### config.mk
export PLATFORM = sky130hd
export DESIGN_NAME = ace_controller
export DESIGN_NICKNAME = d
export VERILOG_FILES = /design/src/rtl/ace_controller.sv
export SDC_FILE = /design/constraint.sdc
export NUM_CORES = 1
export LEC_CHECK = 0
export BUFFER_PORTS_ARGS = -buffer_cell sky130_fd_sc_hd__buf_2
export CAP_MARGIN = 15
export CORE_AREA = 2 2 264 266
export CTS_CLUSTER_SIZE = 14
export DETAILED_ROUTE_END_ITERATION = 8
export DIE_AREA = 0 0 266 268
export HOLD_SLACK_MARGIN = 0.12
export PLACE_DENSITY_LB_ADDON = 0.08
export SLEW_MARGIN = 10
export SYNTH_ARGS = -nofsm -noshare
export SYNTH_HDL_FRONTEND = slang
export SYNTH_SLANG_ARGS = --single-unit
### constraint.sdc
create_clock -name clk -period 4.4 [get_ports clk]
set_input_delay 0.22 -clock clk [delete_from_list [all_inputs] [get_ports clk]]
set_output_delay 0.22 -clock clk [all_outputs]
set_load 0.005 [all_outputs]
### src/rtl/ace_controller.sv
// ace_controller: bridges single-cycle cache-controller requests (read, writeback,
// invalidate) onto ACE read/write channels, one transaction at a time, one beat
// per line.
// Optional feature macro: ACE_TIMEOUT_EN enables a watchdog that aborts a stalled
// transaction after TIMEOUT_CYCLES cycles and reports it as a bus error.
`timescale 1ns/1ps
module ace_controller #(
  parameter int unsigned ADDR_WIDTH     = 32,
  parameter int unsigned LINE_WIDTH     = 128,
  parameter int unsigned TIMEOUT_CYCLES = 256
) (
  input  logic                  clk,
  input  logic                  reset,
  // cache controller side
  input  logic                  read_req,
  input  logic                  write_req,
  input  logic                  invalid_req,
  input  logic [ADDR_WIDTH-1:0] req_addr,
  input  logic [ADDR_WIDTH-1:0] wb_addr,
  input  logic [LINE_WIDTH-1:0] wb_data,
  output logic                  ace_ready,
  output logic [LINE_WIDTH-1:0] rd_data,
  output logic                  rd_shared,
  output logic                  bus_error,
  // ACE read address channel
  output logic [ADDR_WIDTH-1:0] araddr,
  output logic [3:0]            arsnoop,
  output logic                  arvalid,
  input  logic                  arready,
  // ACE read data channel
  input  logic [LINE_WIDTH-1:0] rdata,
  input  logic [3:0]            rresp,
  input  logic                  rvalid,
  output logic                  rready,
  output logic                  rack,
  // ACE write address / data / response channels
  output logic [ADDR_WIDTH-1:0] awaddr,
  output logic                  awvalid,
  input  logic                  awready,
  output logic [LINE_WIDTH-1:0] wdata,
  output logic                  wvalid,
  input  logic                  wready,
  input  logic [1:0]            bresp,
  input  logic                  bvalid,
  output logic                  bready,
  output logic                  wack
);

  typedef enum logic [2:0] {
    IDLE    = 3'd0,
    AR_SEND = 3'd1,
    R_WAIT  = 3'd2,
    WR_SEND = 3'd3,
    B_WAIT  = 3'd4,
    DONE    = 3'd5
  } state_e;

  localparam logic [3:0] SnoopReadShared  = 4'b0001;
  localparam logic [3:0] SnoopCleanUnique = 4'b1011;

  // A watchdog limit below 2 leaves no cycle for the slave to respond.
  if (TIMEOUT_CYCLES < 2) begin : g_bad_timeout
    $error("ace_controller: TIMEOUT_CYCLES must be at least 2");
  end

  state_e state_q;
  logic   is_write_q;  // transaction in flight is a writeback
  logic   is_inval_q;  // read-channel transaction is CleanUnique (no fill)
  logic   aw_done_q;   // AW handshake already taken in WR_SEND
  logic   w_done_q;    // W handshake already taken in WR_SEND

  logic ar_fire;
  logic r_fire;
  logic aw_fire;
  logic w_fire;
  logic b_fire;
  logic wr_both_done;
  logic tmo_hit;

  // Channel handshakes as seen this cycle
  assign ar_fire      = arvalid & arready;
  assign r_fire       = rready & rvalid;
  assign aw_fire      = awvalid & awready;
  assign w_fire       = wvalid & wready;
  assign b_fire       = bready & bvalid;
  assign wr_both_done = (aw_done_q | aw_fire) & (w_done_q | w_fire);

  // Response bits with no meaning for this controller
  logic unused_resp_bits;
  assign unused_resp_bits = ^{rresp[2], rresp[0], bresp[0]};

`ifdef ACE_TIMEOUT_EN
  localparam int unsigned    TmoW    = $clog2(TIMEOUT_CYCLES);
  localparam logic [TmoW-1:0] TmoLast = TmoW'(TIMEOUT_CYCLES - 1);

  logic [TmoW-1:0] tmo_cnt_q;

  // Watchdog: counts every cycle spent waiting on the interconnect
  always_ff @(posedge clk) begin
    if (!reset) begin
      tmo_cnt_q <= '0;
    end else if (state_q == IDLE || state_q == DONE) begin
      tmo_cnt_q <= '0;
    end else begin
      tmo_cnt_q <= tmo_cnt_q + TmoW'(1);
    end
  end

  assign tmo_hit = (tmo_cnt_q == TmoLast);
`else
  assign tmo_hit = 1'b0;
`endif

  // Transaction FSM with registered channel and completion outputs
  always_ff @(posedge clk) begin
    if (!reset) begin
      state_q    <= IDLE;
      is_write_q <= 1'b0;
      is_inval_q <= 1'b0;
      aw_done_q  <= 1'b0;
      w_done_q   <= 1'b0;
      ace_ready  <= 1'b0;
      rd_data    <= '0;
      rd_shared  <= 1'b0;
      bus_error  <= 1'b0;
      araddr     <= '0;
      arsnoop    <= '0;
      arvalid    <= 1'b0;
      rready     <= 1'b0;
      rack       <= 1'b0;
      awaddr     <= '0;
      awvalid    <= 1'b0;
      wdata      <= '0;
      wvalid     <= 1'b0;
      bready     <= 1'b0;
      wack       <= 1'b0;
    end else begin
      // completion strobes last exactly one cycle
      ace_ready <= 1'b0;
      rack      <= 1'b0;
      wack      <= 1'b0;
      bus_error <= 1'b0;

      case (state_q)
        IDLE: begin
          if (write_req) begin
            awaddr     <= wb_addr;
            wdata      <= wb_data;
            awvalid    <= 1'b1;
            wvalid     <= 1'b1;
            aw_done_q  <= 1'b0;
            w_done_q   <= 1'b0;
            is_write_q <= 1'b1;
            is_inval_q <= 1'b0;
            state_q    <= WR_SEND;
          end else if (invalid_req) begin
            araddr     <= req_addr;
            arsnoop    <= SnoopCleanUnique;
            arvalid    <= 1'b1;
            is_write_q <= 1'b0;
            is_inval_q <= 1'b1;
            state_q    <= AR_SEND;
          end else if (read_req) begin
            araddr     <= req_addr;
            arsnoop    <= SnoopReadShared;
            arvalid    <= 1'b1;
            is_write_q <= 1'b0;
            is_inval_q <= 1'b0;
            state_q    <= AR_SEND;
          end
        end

        AR_SEND: begin
          if (ar_fire) begin
            arvalid <= 1'b0;
            rready  <= 1'b1;
            state_q <= R_WAIT;
          end else if (tmo_hit) begin
            arvalid   <= 1'b0;
            ace_ready <= 1'b1;
            rack      <= 1'b1;
            bus_error <= 1'b1;
            state_q   <= DONE;
          end
        end

        R_WAIT: begin
          if (r_fire) begin
            rready <= 1'b0;
            if (!is_inval_q) begin
              rd_data <= rdata;
            end
            rd_shared <= rresp[3];
            ace_ready <= 1'b1;
            rack      <= 1'b1;
            bus_error <= rresp[1];
            state_q   <= DONE;
          end else if (tmo_hit) begin
            rready    <= 1'b0;
            ace_ready <= 1'b1;
            rack      <= 1'b1;
            bus_error <= 1'b1;
            state_q   <= DONE;
          end
        end

        WR_SEND: begin
          if (wr_both_done) begin
            awvalid <= 1'b0;
            wvalid  <= 1'b0;
            bready  <= 1'b1;
            state_q <= B_WAIT;
          end else if (tmo_hit) begin
            awvalid   <= 1'b0;
            wvalid    <= 1'b0;
            ace_ready <= 1'b1;
            wack      <= 1'b1;
            bus_error <= 1'b1;
            state_q   <= DONE;
          end else begin
            // AW and W retire independently; the later one moves us on
            if (aw_fire) begin
              awvalid   <= 1'b0;
              aw_done_q <= 1'b1;
            end
            if (w_fire) begin
              wvalid   <= 1'b0;
              w_done_q <= 1'b1;
            end
          end
        end

        B_WAIT: begin
          if (b_fire) begin
            bready    <= 1'b0;
            ace_ready <= 1'b1;
            wack      <= 1'b1;
            bus_error <= bresp[1];
            state_q   <= DONE;
          end else if (tmo_hit) begin
            bready    <= 1'b0;
            ace_ready <= 1'b1;
            wack      <= 1'b1;
            bus_error <= 1'b1;
            state_q   <= DONE;
          end
        end

        DONE: begin
          state_q <= IDLE;
        end

        default: begin
          state_q <= IDLE;
        end
      endcase
    end
  end

endmodule

==> results of run 1 <==
[state kept, by name (all words and copies together) (netlist names), 2 cells and up]
| signal | cells |
|---|---|
| awaddr | 32 |
| araddr | 32 |
| rd_data | 128 |
| wdata | 128 |
| state_q | 3 |
| arsnoop | 2 |
[cells in the final DEF, fill, tap and decap left out, types with 2 or more instances in the layout]
cell           count
buf_2            665
nand2_1          650
dfxtp_1          338
dlygate4sd3_1    335
a21oi_1          326
clkbuf_16         45
clkbuf_1          17
nor2_1            12
clkbuf_8          10
buf_4             10
o21ai_0            6
buf_12             4
inv_1              3
mux2i_1            3
and2_1             3
nor4_1             3
nand3_1            3
clkinv_2           3
o21bai_1           2
nor2b_1            2
a2111oi_0          2
and3_1             2
a32oi_1            2
[cells in the mapped netlist (4+ instances only)]
master      n  area [µm²]
nand3_1     4        20.0
a21oi_1   326        1630
o21ai_0     6        30.0
buf_6      13         146
dfxtp_1   338        6770
and2_1      4        25.0
nand2_1   651        2440
nor2_1     12        45.0
clkbuf_1   56         210
buf_2      39         195
[per-stage QoR]
step / cell area (µm²) / util (%) / worst slack (ns) / hold WS, ns
after CTS: 20600 / 30.2 / 1.67 / 0.151
after detailed placement: 15900 / 23.3 / 1.70 / 0.443
after floorplan: 11800 / - / 2.98 / 0.356
after global placement: 15900 / 23.3 / 1.74 / 0.439
final: 20600 / 30.2 / 1.74 / 0.210
after global routing: 20600 / 30.2 / 1.47 / 0.233
[report_power, final]
| part | total, mW | switching [mW] | internal, mW |
|---|---|---|---|
| combinational | 1.64 | 0.911 | 0.728 |
| clock | 3.42 | 1.38 | 2.04 |
| sequential | 3.50 | 0.160 | 3.34 |
| total | 8.56 | 2.45 | 6.11 |
[per-layer routing]
metal  share of wire (%)  GRT usage (%)  routed length [µm]
met5               0.022              0                  12
met4                 2.8           4.65                1490
met3                 6.0           3.57                3210
met2                  51           25.6               27400
met1                  40           15.9               21200
[cell type report]
cell class / instances / area share [%]
Sequential cell: 338 / 32.9
Clock inverter: 4 / 0.116
Clock buffer: 72 / 6.45
Tap cell: 882 / 5.36
Multi-Input combinational cell: 1036 / 21.9
Inverter: 4 / 0.109
Timing Repair Buffer: 1014 / 33.2
[critical path, stage by stage, from the launching register on]
cell and delay (ns):
dfxtp_1 0.74, and4bb_1 0.42, nand3_4 0.52, buf_4 0.56
nand2_1 0.17, a21oi_1 0.07
[worst paths after layout]
path	startpoint	endpoint	slack, ns	cells past startpoint
setup reg to reg	state_q[1]$_SDFFE_PN0P_	rd_data[101]$_SDFFE_PN0P_	1.74	5
hold / removal	arready	arvalid$_SDFFE_PN0P_	0.21	5
hold reg to reg	rd_data[30]$_SDFFE_PN0P_	rd_data[30]$_SDFFE_PN0P_	0.45	2
setup / recovery	state_q[1]$_SDFFE_PN0P_	rd_data[101]$_SDFFE_PN0P_	1.74	5
[cells by family after synthesis]
| family | after synthesis | share of synthesized area, % |
|---|---|---|
| AND/OR/NAND/NOR | 685 | 22.4 |
| AO/OA/AOI/OAI | 346 | 15.0 |
| flip-flops | 338 | 57.2 |
| buffers and inverters | 115 | 4.98 |
| multiplexers | 3 | 0.254 |
| XOR/XNOR | 1 | 0.0741 |
| other | 1 | 0.0317 |
[what timing repair did]
item / in CTS / in global routing
setup endpoints to repair: 0 / 0
hold buffers: 335 / 0
hold endpoints to repair: 335 / 0
==> results.tsv, run 1 <==
metric	value	unit
run status	completed	
Netlist Area Pre-Place	11800	µm²
Required @ worst endpoint	4.81	ns
post-route setup TNS	0	ns
Post-Route Skew	0.0113	ns
starting DRC count in detailed routing	597	
n_diodes	0	
PwrDens	416	nW/µm²
postcts setup bufs	0	
DP HPWL	37500	µm
max cap viols	0	
Die ar.	71300	µm²
Layout area overhead	74.1	%
Max VDD drop	251	µV
number of buffers created by CTS	44	
Detailed Routing Iterations Pass 1	5	
worst hold path type	in2reg	
Yosys Warn Count	0	
Async SR Flop Fraction	0	%
vias in the first global route	13000	
gr usage total	14.0	%
fill count	7513	
CTS HTree Levels	2	
worst rel slew slack	30.3	%
largest net degree at the start of global routing	155	
post-synthesis cell count	1489	
clk buf depth	3	
Seq/Total Area, Yosys	57.2	%
vias per cell	3.99	
first-pass GRT wire length	78200	µm
nature of the critical path endpoint	flop	
ratio of cells with drive above 1 in the final layout	30.3	%
Top FF cell, synth	dfxtp_1	
Core Box Area	68200	µm²
Slew @ Worst Pin	1.05	ns
final hold violation count	0	
Final nets	2774	
initial core utilization	17.3	%
clock sink count	338	
Placed Cells	2939	
Vias	13400	
crit path kind	reg2reg	
P_leak	9.07	nW
Worst Setup Start Kind	flop	
RSZ-0062 raised after global routing	false	
EDFF count, synth	0	
Clock Tree Root	clkbuf_16	
overall power	8.56	mW
initial antenna violation count	1	
Setup violations, final	0	
die height	268	µm
syn_nets	1825	
Critical Path Fanout Max	56	
synthesized flop and latch total	338	
fin crit period	2.66	ns
FMAX	376	MHz
Post-Route WL	53400	µm
Chip Width	266	µm
Antenna Nets Post-Route	0	
Finished Layout Cells	3350	
Port Buf Inserts	665	
FF+latch area	6770	µm²
average size of a mapped cell	7.94	µm²
Worst-path clk slew	0.05	ns
Distinct cells, synth	36	
row count	96	
worst path arrival time	3.07	ns
Slew Viols, Final	0	
DRC	0	
routed length per instance	15.9	µm
I/O pins	670	
CTS tree	built	
fin crit share	60.4	%
routability congestion estimate	0.778	
total grt overflow	0	
Clock Latency Late Sink	0.55	ns
footprint of the multi-input gates	4500	µm²
post-CTS sizing	0	
Note: power is estimated with default switching activity, not from simulation.
==> run 2, diff against run 1 <==
clock period = 2.5 ns   (was 4.4 ns; I/O delays follow)
==> run 2 against run 1 <==
Design area increased by 1.5%. Routed wire length decreased by 0.34%. Highest routed layer is now met4. First-iteration DRC count decreased by 14%. Critical endpoint is now arsnoop[1]$_SDFFE_PN0P_. Utilization increased by 0.45 points. Clock power increased by 80%. Largest power group is now the clock network. Total power increased by 79%.
==> results.tsv, run 2 (synthesis results as in run 1) <==
metric	value	unit	change
Worst Setup Start Kind	flop		
fin crit share	91.3	%	+31 points
I/O pins	670		unchanged
Port Buf Inserts	665		unchanged
Slew @ Worst Pin	0.652	ns	-0.394 ns
Chip Width	266	µm	unchanged
worst path arrival time	2.79	ns	-0.28 ns
Post-Route WL	53200	µm	-0.34%
run status	completed		
DRC	0		unchanged
initial antenna violation count	1		unchanged
internal power	10.9	mW	+78%
clk buf depth	3		unchanged
top flop regs	rd_data (128), wdata (128)		
clock sink count	338		unchanged
largest net degree at the start of global routing	94		-39%
FF+latch area	6770	µm²	unchanged
Post-Route Skew	0.0175	ns	+0.00614 ns
post-route setup TNS	0	ns	unchanged
Psw	4.43	mW	+81%
routability congestion estimate	0.795		+2.1%
CTS tree	built		
Slew Viols, Final	0		unchanged
footprint of the multi-input gates	4500	µm²	unchanged
PwrDens	733	nW/µm²	+76%
Setup violations, final	0		unchanged
Core Box Area	68200	µm²	unchanged
Clock Latency Late Sink	0.56	ns	about the same
Detailed Routing Iterations Pass 1	4		-1
Required @ worst endpoint	3.01	ns	-1.80 ns
fin crit period	2.28	ns	-0.375 ns
gr usage total	14.1	%	+0.020 points
initial core utilization	17.3	%	unchanged
DP HPWL	38200	µm	+1.8%
Gate power share	19.8	%	+0.6 points
P_leak	9.23	nW	+1.7%
Final nets	2793		+0.68%
vias in the first global route	13300		+2.2%
ratio of cells with drive above 1 in the final layout	31.0	%	+0.78 points
nature of the critical path endpoint	flop		
commonest non-fill, non-tap cell in the layout	buf_2		
RSZ-0062 raised after global routing	false		
Finished Layout Cells	3373		+0.69%
final hold violation count	0		unchanged
Critical Path Fanout Max	13		-77%
most frequent cells in the layout	665 x buf_2, 650 x nand2_1, 338 x dfxtp_1, 338 x dlygate4sd3_1, 326 x a21oi_1		
Clk pwr share	40.1	%	about the same
number of buffers created by CTS	44		unchanged
row count	96		unchanged
Max VDD drop	453	µV	+81%
Worst-path clk slew	0.06	ns	about the same
Seq pwr share	40.1	%	-0.8 points
crit path kind	reg2reg		
Placed Cells	2953		+0.48%
post-CTS sizing	0		unchanged
Sw Ratio	28.9	%	+0.29 points
starting DRC count in detailed routing	514		-14%
final core utilization	30.6	%	+0.45 points
Vias	13400		+0.37%
Clock Tree Root	clkbuf_16		
first-pass GRT wire length	78300	µm	+0.17%
worst hold path type	in2reg		
die height	268	µm	unchanged
CTS HTree Levels	2		unchanged
routed length per instance	15.8	µm	-1.0%
Antenna Nets Post-Route	0		unchanged
FMAX	438	MHz	+16%
worst rel slew slack	56.5	%	+26 points
total grt overflow	0		unchanged
Layout area overhead	76.6	%	
fill count	7540		+0.36%
Die ar.	71300	µm²	unchanged
max cap viols	0		unchanged
vias per cell	3.98		-0.32%
[run 2: cell types whose count changed in the layout (fill, tap and decap cells not counted)]
cell / change
clkinv_2: +6
clkbuf_8: +1
buf_12: +9
clkbuf_1: -7
buf_4: +7
dlygate4sd3_1: +3
diode_2: +1
clkinv_4: +1
clkinvlp_4: +2
[run 2: repair_timing]
item,CTS,global route
setup buffers,0,2
hold buffers,338,0
endpoints found under the hold margin,337,0
setup endpoints to repair,0,1
[run 2: path summary, 6_finish.rpt]
path / start / end / slack, ns / cells after the start
max: state_q[2]$_SDFFE_PN0P_ / arsnoop[1]$_SDFFE_PN0P_ / 0.22 / 5
max reg2reg: state_q[2]$_SDFFE_PN0P_ / arsnoop[1]$_SDFFE_PN0P_ / 0.22 / 5
min reg2reg: rd_data[49]$_SDFFE_PN0P_ / rd_data[49]$_SDFFE_PN0P_ / 0.45 / 2
min: rdata[4] / rd_data[4]$_SDFFE_PN0P_ / 0.34 / 4
[run 2: worst max-delay path, stage by stage, from the launching register on]
cell           delay, ns
dfxtp_1             0.47
nor4_4              0.43
nand2_1             0.08
dlygate4sd3_1       0.58
a21oi_1             0.12
dlygate4sd3_1       0.55
[run 2: routing by layer]
layer	track usage, %	part of all wire [%]
met5	0	0
met2	25.0	50
met3	3.71	6.0
met1	15.9	40
met4	5.74	3.9
[run 2: power groups by stage]
stage	Combinational (mW)	Clock [mW]	Sequential [mW]
2_1_floorplan	1.24	0	6.27
3_3_place_gp	2.63	0	6.24
3_5_place_dp	2.63	0	6.26
4_1_cts	3.10	6.45	6.14
5_1_grt	3.39	6.66	6.20
6_report	3.03	6.15	6.14
[run 2: cell type report]
cell class | instances | share of cell area [%]
repair buffers | 1033 | 34.0
inverters | 4 | 0.108
diodes | 1 | 0.0120
clock buffers | 66 | 6.30
multi-input cells | 1036 | 21.5
flip-flops and latches | 338 | 32.4
clock inverters | 13 | 0.371
well taps | 882 | 5.28
[run 2: through the flow]
step	setup slack [ns]	area (µm²)	hold WS, ns	total power, mW
2_1_floorplan	1.08	11800	0.261	7.51
3_3_place_gp	0.546	16100	0.366	8.87
3_5_place_dp	0.508	16100	0.370	8.89
4_1_cts	0.132	20900	0.298	15.7
5_1_grt	0.0968	20900	0.331	16.2
6_report	0.217	20900	0.340	15.3
==> run 3, diff against run 2 <==
REMOVE_ABC_BUFFERS = 1   (was not set)
==> run 3 against run 2 <==
Global-route usage about the same. Design area up 0.53%. First-iteration DRC count unchanged. Non-clock buffer count up 7. Routed wire length up 0.67%. Register-to-register slack better by 0.06 ns. Combinational power up 2%. Fmax up 2.7%. Sequential share of layout area down 0.17 points. Critical path depth up 1. Total power up 2.2%. Critical endpoint is now is_inval_q$_SDFFE_PN0P_. Largest cell class unchanged. Largest power group unchanged.
==> results.tsv, run 3 (synthesis results as in run 1) <==
metric	value	unit	change
cell mode on critical path	dlygate4sd3_1		
post-route setup TNS	0	ns	unchanged
Placed Cells	2960		+0.24%
Register-to-Register Path Depth	6		+1
Final Cell Area	21000	µm²	+0.53%
Setup violations, final	0		unchanged
worst setup margin	0.277	ns	+0.0602 ns
WP buf/inv	3		+1
delay-heaviest family, CP	buffers and inverters		
fin crit share	88.9	%	-2.4 points
Worst R2R Setup Slack	0.28	ns	+0.06 ns
Critical-path top delay cell	dlygate4sd3_1		
FMAX	450	MHz	+2.7%
gr usage total	14.1	%	about the same
fin crit period	2.22	ns	-0.0602 ns
Max VDD drop	409	µV	-9.8%
die height	268	µm	unchanged
routed length per instance	15.8	µm	+0.37%
initial antenna violation count	7		+6
overall power	15.7	mW	+2.2%
Post-Route Skew	0.0168	ns	-0.000737 ns
top flop regs	rd_data (128), wdata (128)		
vias per cell	3.95		-0.62%
max cap viols	0		unchanged
WHS Path Cells	4		unchanged
critical path depth	6		+1
run status	completed		
largest net degree at the start of global routing	95		+1.1%
PwrDens	746	nW/µm²	+1.7%
largest stage delay on the critical path	0.58	ns	about the same
final hold violation count	0		unchanged
CTS HTree Levels	2		unchanged
RSZ-0062 raised after global routing	false		
Setup crit end	is_inval_q$_SDFFE_PN0P_		
clk buf depth	3		unchanged
Final nets	2802		+0.32%
Worst-path clk slew	0.06	ns	about the same
crit path kind	reg2reg		
RR Endpoint	is_inval_q$_SDFFE_PN0P_		
most frequent cells in the layout	665 x buf_2, 650 x nand2_1, 338 x dfxtp_1, 338 x dlygate4sd3_1, 326 x a21oi_1		
Detailed Routing Iterations Pass 1	4		unchanged
DRC	0		unchanged
total grt overflow	0		unchanged
crit path launch	state_q[1]$_SDFFE_PN0P_		
Critical Path Fanout Max	15		+2
Antenna Nets Post-Route	0		unchanged
worst path arrival time	2.73	ns	-0.06 ns
crit path cell chain	buf_4 > nor4_4 > nand2_1 > dlygate4sd3_1 > a21oi_1 > dlygate4sd3_1		
CTS tree	built		
Required @ worst endpoint	3.01	ns	about the same
DP HPWL	37900	µm	-0.70%
Post-Route WL	53600	µm	+0.67%
Layout area overhead	77.6	%	
Chip Width	266	µm	unchanged
row count	96		unchanged
P_leak	9.27	nW	+0.51%
initial core utilization	17.3	%	unchanged
first-pass GRT wire length	78400	µm	+0.11%
Finished Layout Cells	3383		+0.30%
nature of the critical path endpoint	flop		
pre-CTS setup slack	0.514	ns	+0.00527 ns
Port Buf Inserts	665		unchanged
Die ar.	71300	µm²	unchanged
routability congestion estimate	0.767		-3.5%
Core Box Area	68200	µm²	unchanged
area of placed instances	16100	µm²	+0.17%
vias in the first global route	13300		+0.37%
I/O pins	670		unchanged
ratio of cells with drive above 1 in the final layout	31.1	%	+0.061 points
Clock Tree Root	clkbuf_16		
Clock Latency Late Sink	0.56	ns	about the same
worst r2r src	state_q[1]$_SDFFE_PN0P_		
Slew Viols, Final	0		unchanged
starting DRC count in detailed routing	514		unchanged
Vias	13400		-0.32%
clock sink count	338		unchanged
number of buffers created by CTS	45		+2.3%
worst hold path type	in2reg		
Worst Setup Start Kind	flop		
commonest non-fill, non-tap cell in the layout	buf_2		
-- run 3: cell count changes in the layout (fill, tap and decap cells not counted), sizes merged, moves of 2 or more --
cell    previous run  this run
buf              695       702
bufinv             0         2
clkbuf            66        72
clkinv            11         2
diode              1         3
inv                4         6
-- run 3: per-layer routing --
metal,up-vias,global-route usage [%],part of all wire (%)
met5,-,0,0.049
met4,4,4.33,2.6
met3,81,4.95,8.2
met2,452,24.3,48
met1,6063,16.3,41
li1,6768,-,-
-- run 3: power by group --
group          switching [mW]  internal (mW)  total [mW]
registers               0.255           5.88        6.13
logic                    1.69           1.40        3.09
clock network            2.53           3.90        6.43
total                    4.48           11.2        15.7
-- run 3: metrics by stage --
step	util [%]	hold slack, ns
floorplan	-	0.247
global placement	23.6	0.367
detailed placement	23.6	0.371
CTS	30.7	0.287
global route	30.8	0.321
finish	30.8	0.337
-- run 3: how the worst min path moves through the flow --
stage               slack [ns]                  endpoint    startpoint
floorplan                 0.25           wack$_SDFF_PN0_         reset
global placement          0.37  rd_data[26]$_SDFFE_PN0P_     rdata[26]
detailed placement        0.37    wdata[99]$_SDFFE_PN0P_   wb_data[99]
CTS                       0.29    wdata[99]$_SDFFE_PN0P_   wb_data[99]
global route              0.32   wdata[101]$_SDFFE_PN0P_  wb_data[101]
finish                    0.34    wdata[99]$_SDFFE_PN0P_   wb_data[99]
-- run 3: tightest hold or removal path, stage by stage --
cell           delay (ns)
dlygate4sd3_1        0.52
buf_2                0.11
nand2_1              0.04
a21oi_1              0.05
-- run 3: area by class of cell --
cell class,instances,area (µm²)
flip-flops and latches,338,6770
inverters,4,22.5
multi-input cells,1037,4510
clock inverters,7,98.8
fillers,7470,47200
repair buffers,1040,7130
diodes,3,7.51
clock buffers,72,1360
well taps,882,1100
-- run 3: timing repair --
item | 4_1_cts | 5_1_grt
hold buffers | 338 | 0
gates resized for setup | 0 | 1
hold endpoints to repair | 337 | 0
setup buffers | 0 | 2
endpoints found under the setup margin | 0 | 1
